--- src/rtl/alu_op_issue.sv ---
// ALU issue stage: decodes ALUOp/funct3/funct7[5] into a 4-bit ALU code and queues it with its operands
// in a 2-entry skid buffer. Optional encodings (NOR, EQ) are enabled by defining ALU_OP_EXT_EN.
module alu_op_issue #(
  parameter int          WIDTH      = 32,
  parameter int          CNT_W      = 8,
  parameter logic [3:0]  ILLEGAL_OP = 4'b0010
) (
  input  logic             clk,
  input  logic             reset,
  input  logic             in_valid,
  output logic             in_ready,
  input  logic [1:0]       ALUOp,
  input  logic [2:0]       funct3,
  input  logic             funct7_5,
  input  logic [WIDTH-1:0] a_in,
  input  logic [WIDTH-1:0] b_in,
  output logic             out_valid,
  input  logic             out_ready,
  output logic [3:0]       ALU_Operation,
  output logic [WIDTH-1:0] a,
  output logic [WIDTH-1:0] b,
  output logic             illegal,
  output logic [CNT_W-1:0] illegal_cnt
);

  typedef struct packed {
    logic [3:0]       op;
    logic [WIDTH-1:0] a;
    logic [WIDTH-1:0] b;
    logic             ill;
  } entry_t;

  typedef enum logic [1:0] {EMPTY, ONE, TWO} state_t;

  localparam logic [CNT_W-1:0] CNT_MAX = '1;

  state_t     r_state, w_state_nxt;
  entry_t     r_head, r_skid, w_new;
  logic       r_in_ready;
  logic [CNT_W-1:0] r_cnt;
  logic       w_accept, w_xfer;
  logic       w_load_head, w_head_from_skid, w_load_skid;
  logic [3:0] w_op;
  logic       w_ill;

  // NOTE: every signal driven here gets a default first, so no path leaves it unassigned (no latch).
  always_comb begin
    w_op  = ILLEGAL_OP;
    w_ill = 1'b1;
    case (ALUOp)
      2'b00: begin w_op = 4'b0010; w_ill = 1'b0; end
      2'b01: begin
        if (funct3 == 3'b001) begin
`ifdef ALU_OP_EXT_EN
          w_op  = 4'b1111;
          w_ill = 1'b0;
`endif
        end else begin
          w_op  = 4'b0110;
          w_ill = 1'b0;
        end
      end
      2'b10: begin
        case (funct3)
          3'b000: begin w_op = funct7_5 ? 4'b0110 : 4'b0010; w_ill = 1'b0; end
          3'b111: begin w_op = 4'b0000; w_ill = 1'b0; end
          3'b110: begin w_op = 4'b0001; w_ill = 1'b0; end
          3'b010: begin w_op = 4'b0111; w_ill = 1'b0; end
`ifdef ALU_OP_EXT_EN
          3'b100: if (funct7_5) begin w_op = 4'b1100; w_ill = 1'b0; end
`endif
          default: ;
        endcase
      end
      default: begin
        // I-type ignores funct7_5: there is no register-immediate subtract.
        case (funct3)
          3'b000: begin w_op = 4'b0010; w_ill = 1'b0; end
          3'b111: begin w_op = 4'b0000; w_ill = 1'b0; end
          3'b110: begin w_op = 4'b0001; w_ill = 1'b0; end
          3'b010: begin w_op = 4'b0111; w_ill = 1'b0; end
          default: ;
        endcase
      end
    endcase
  end

  assign w_new    = '{op: w_op, a: a_in, b: b_in, ill: w_ill};
  assign w_accept = in_valid & r_in_ready;
  assign w_xfer   = (r_state != EMPTY) & out_ready;

  always_comb begin
    w_state_nxt      = r_state;
    w_load_head      = 1'b0;
    w_head_from_skid = 1'b0;
    w_load_skid      = 1'b0;
    case (r_state)
      EMPTY: if (w_accept) begin
        w_state_nxt = ONE;
        w_load_head = 1'b1;
      end
      ONE: begin
        if (w_accept && !w_xfer) begin
          w_state_nxt = TWO;
          w_load_skid = 1'b1;
        end else if (w_xfer && !w_accept) begin
          w_state_nxt = EMPTY;
        end else if (w_accept && w_xfer) begin
          w_load_head = 1'b1;
        end
      end
      TWO: if (w_xfer) begin
        w_state_nxt      = ONE;
        w_head_from_skid = 1'b1;
      end
      default: w_state_nxt = EMPTY;
    endcase
  end

  // NOTE: sequential state uses non-blocking assignments so all flops sample pre-edge values together.
  always_ff @(posedge clk) begin
    if (reset) begin
      r_state    <= EMPTY;
      r_in_ready <= 1'b1;
      r_cnt      <= '0;
    end else begin
      r_state    <= w_state_nxt;
      r_in_ready <= (w_state_nxt != TWO);
      if (w_accept && w_ill && (r_cnt != CNT_MAX))
        r_cnt <= r_cnt + 1'b1;
    end
  end

  always_ff @(posedge clk) begin
    if (reset)
      r_head <= '0;
    else if (w_load_head)
      r_head <= w_new;
    else if (w_head_from_skid)
      r_head <= r_skid;
  end

  // NOTE: the skid entry is data-only storage qualified by r_state, so it needs no reset.
  always_ff @(posedge clk) begin
    if (w_load_skid)
      r_skid <= w_new;
  end

  assign in_ready      = r_in_ready;
  assign out_valid     = (r_state != EMPTY);
  assign ALU_Operation = r_head.op;
  assign a             = r_head.a;
  assign b             = r_head.b;
  assign illegal       = r_head.ill;
  assign illegal_cnt   = r_cnt;

endmodule

--- config.mk ---
export PLATFORM = sky130hd
export DESIGN_NAME = alu_op_issue
export DESIGN_NICKNAME = d
export VERILOG_FILES = /design/src/rtl/alu_op_issue.sv
export SDC_FILE = /design/constraint.sdc
export NUM_CORES = 1
export LEC_CHECK = 0
export CORE_ASPECT_RATIO = 1.75
export CORE_MARGIN = 2
export CORE_UTILIZATION = 46
export DETAILED_ROUTE_END_ITERATION = 16
export HOLD_SLACK_MARGIN = 0.02
export PLACE_DENSITY = 0.78
export SLEW_MARGIN = 30
export SYNTH_ARGS = -nofsm -noshare
export SYNTH_HDL_FRONTEND = slang
export SYNTH_SLANG_ARGS = --single-unit
export TNS_END_PERCENT = 100
--- constraint.sdc ---
create_clock -name clk -period 10 [get_ports clk]
set_input_delay 1.5 -clock clk [delete_from_list [all_inputs] [get_ports clk]]
set_output_delay 1.5 -clock clk [all_outputs]
set_load 0.01 [all_outputs]
==> flow_summary.json <==
{
  "power_switching_mw": 0.348,
  "syn_area_per_cell_um2": 10.6,
  "pre_cts_ws_ns": 5.98,
  "cts_hold_buf": 0,
  "startpoint_type": "input port",
  "seq_area_frac_synth_pct": 64.6,
  "via_count": 4599,
  "p_sw_share_pct": 22.5,
  "async_reset_ff_share_pct": 0,
  "synth_cells": 528,
  "yosysTopAreaCell": "edfxtp_1",
  "cp.required_ns": 10.31,
  "stdcell_area_um2": 7830,
  "fmax_ghz": 0.278,
  "insertion_delay_ns": 0.41,
  "p_comb_share_pct": 11.4,
  "setup_viol": 0,
  "path_delay_family": "buffers and inverters",
  "endpoint_kind": "flip-flop",
  "crit_path_top_delay_cell": "buf_4",
  "power.leakage_nw": 2.69,
  "slew_headroom_pct": 40.7,
  "htreeDepth": 4,
  "clockPowerShare_pct": 44.5,
  "avgRoutedWirePerCell_um": 17.5,
  "cellPowerDensity_nw_per_um2": 198,
  "hold_ws_ns": 0.465,
  "hpwl_um": 8700,
  "dp_cells": 780,
  "drc": 0,
  "yosys-top-cells-count": "136 x nand2_1, 79 x dfxtp_1, 69 x nor2_1",
  "tns_ns": 0,
  "globalplace.congestion": 0.787,
  "cts_tree": "built",
  "syn-cell-area_um2": 5610,
  "synth_area_leaders": "edfxtp_1 36%, dfxtp_1 28%, a311oi_1 10%, nand2_1 9.1%, nor2_1 4.6%",
  "clockBufferDepth": 2,
  "final_util_pct": 65.6,
  "num_rows": 53,
  "io_pins": 153,
  "core_area_um2": 11900,
  "crit_chain": "clkdlybuf4s50_1 -> nand2b_1 -> nand2_4 -> buf_4 -> nor2_1 -> a311oi_1",
  "grt_pass1_vias": 4714,
  "grt_start_max_net_pins": 81,
  "crit_path_max_incr_delay_ns": 0.65,
  "ys.flop_type": "dfxtp_1",
  "start_util_pct": 47.0,
  "yosysUniqueCellTypes": 41,
  "port_buffers": 151,
  "die_y_um": 150,
  "status": "finished, final reports clean",
  "dieArea_um2": 13100,
  "place_area_um2": 7160,
  "clk_pin_slew_worst_paths_ns": 0.06,
  "die_x_um": 87.5,
  "synth_top_area_share_pct": 36.4,
  "drt-vias-per-instance": 5.66,
  "synth_edf_count": 68,
  "finalNonFillerCells": 813,
  "hp-class": "flip-flop to flip-flop",
  "critical_path_class": "input port to flip-flop",
  "synth_seq_cells": 147,
  "ir_worst_vdd_mv": 0.181,
  "worstMarginPinSlew_ns": 0.889,
  "cts_buffers": 17,
  "syn2layout_area_growth_pct": 39.5,
  "n_antenna_cell": 0,
  "crit_path_max_fanout": 67,
  "cp.buffers_inverters": 2,
  "slew_viol_final": 0,
  "setup_slack_ns": 6.40,
  "finalHoldViolCount": 0,
  "cts_sinks": 147,
  "yosys_warnings": 0,
  "cts_root_buf": "clkbuf_16",
  "grt.overflow.total": 0,
  "totalWireLength_um": 14200,
  "antenna_found_initial": 0,
  "syn-num-nets": 603,
  "drt_iter0_markers": 298,
  "cellInternalPower_mw": 1.20,
  "rsz0062_at_grt": "no",
  "layout-drive-gt1-share_pct": 6.66,
  "final_nets": 738,
  "sequentialPowerShare_pct": 44.1,
  "drt_first_pass_iters": 6,
  "final.period_utilization_pct": 36.0,
  "crit_arrival_ns": 3.91,
  "ctsResizeCount": 0,
  "fin_crit_ns": 3.60,
  "grt_first_pass_wirelength_um": 23100,
  "cap_violations": 0,
  "postCtsSetupBuffers": 0,
  "antenna_left": 0,
  "finalPower_mw": 1.55,
  "yosysMostFrequentCell": "nand2_1",
  "grt.total_usage_pct": 22.3,
  "finClkSkew_ns": 0.00687
}
-- cells in the final DEF (no fill, tap or decap), drive strengths merged, types with 2 or more instances in the layout --
cell type      Yosys  routed
o41ai              2       2
a31oi              3       3
buf               19       7
clkinvlp           0       2
dfxtp             79      79
clkdlybuf4s50      0     150
nand2            136     136
a22oi              3       3
nand3              5       5
a21oi              9       9
nor3               6       6
or4                2       2
and3b              2       2
clkbuf            22      18
o31ai              3       3
nor2              69      69
nor4               2       2
a311oi            64      64
nor2b              4       4
nor3b              2       2
nand3b             6       6
bufinv             0       5
mux2               2       2
mux2i              2       2
clkinv             0       6
edfxtp            68      68
inv                4       5
-- power by group through the flow --
stage,Sequential (mW),Clock (mW),Combinational [mW]
after floorplan,0.705,0,0.0632
after global placement,0.694,0,0.171
after detailed placement,0.695,0,0.176
after CTS,0.683,0.698,0.177
after global routing,0.686,0.723,0.193
final,0.683,0.689,0.177
-- path summary, 6_finish.rpt --
path | start | to | slack, ns | cells past startpoint
worst max-delay path | out_ready | a[20] | 6.40 | 6
worst min-delay path | b[17] | b[17] | 0.46 | 2
worst max register to register | r_state[1] | a[20] | 7.53 | 5
worst min register to register | b[17] | b[17] | 0.46 | 2
-- kinds of logic (layout without fill, tap and decap cells) --
logic type | after synthesis | after routing | synth area share (%)
buffers and inverters | 45 | 193 | 3.46
AOI/OAI and AO/OA | 89 | 89 | 12.9
adders and majority gates | 1 | 1 | 0.223
and+or+nand+nor | 241 | 241 | 18.0
other | 1 | 1 | 0.0668
muxes | 4 | 4 | 0.758
DFF | 147 | 147 | 64.6
-- layer usage --
| metal | vias to the layer above | routed length (um) | global-route usage, % |
|---|---|---|---|
| met3 | 20 | 892 | 6.80 |
| met5 | - | 0 | 0 |
| met1 | 2256 | 5730 | 26.9 |
| met2 | 142 | 7310 | 37.1 |
| met4 | 0 | 278 | 8.62 |
| li1 | 2181 | - | - |
-- worst reg2reg max path, stage by stage (launching register included) --
cell,delay [ns]
dfxtp_1,0.47
and3b_1,0.27
nand2_4,0.51
buf_4,0.69
nor2_1,0.15
a311oi_1,0.29
-- cell type report --
type                            count  area [um^2]
Clock buffer                       18          429
Clock inverter                     14          211
Fill cell                         954         4110
Inverter                            4         15.0
Multi-Input combinational cell    336         1810
Sequential cell                   147         3620
Tap cell                          137          171
Timing Repair Buffer              157         1570
-- state kept, by name (all words and copies together), names as in the netlist --
register	cells
r_state	2
b	32
in_ready	1
a	32
illegal	1
r_skid	68
ALU_Operation	3
illegal_cnt	8
No activity file was read; power rests on OpenSTA's default activity.
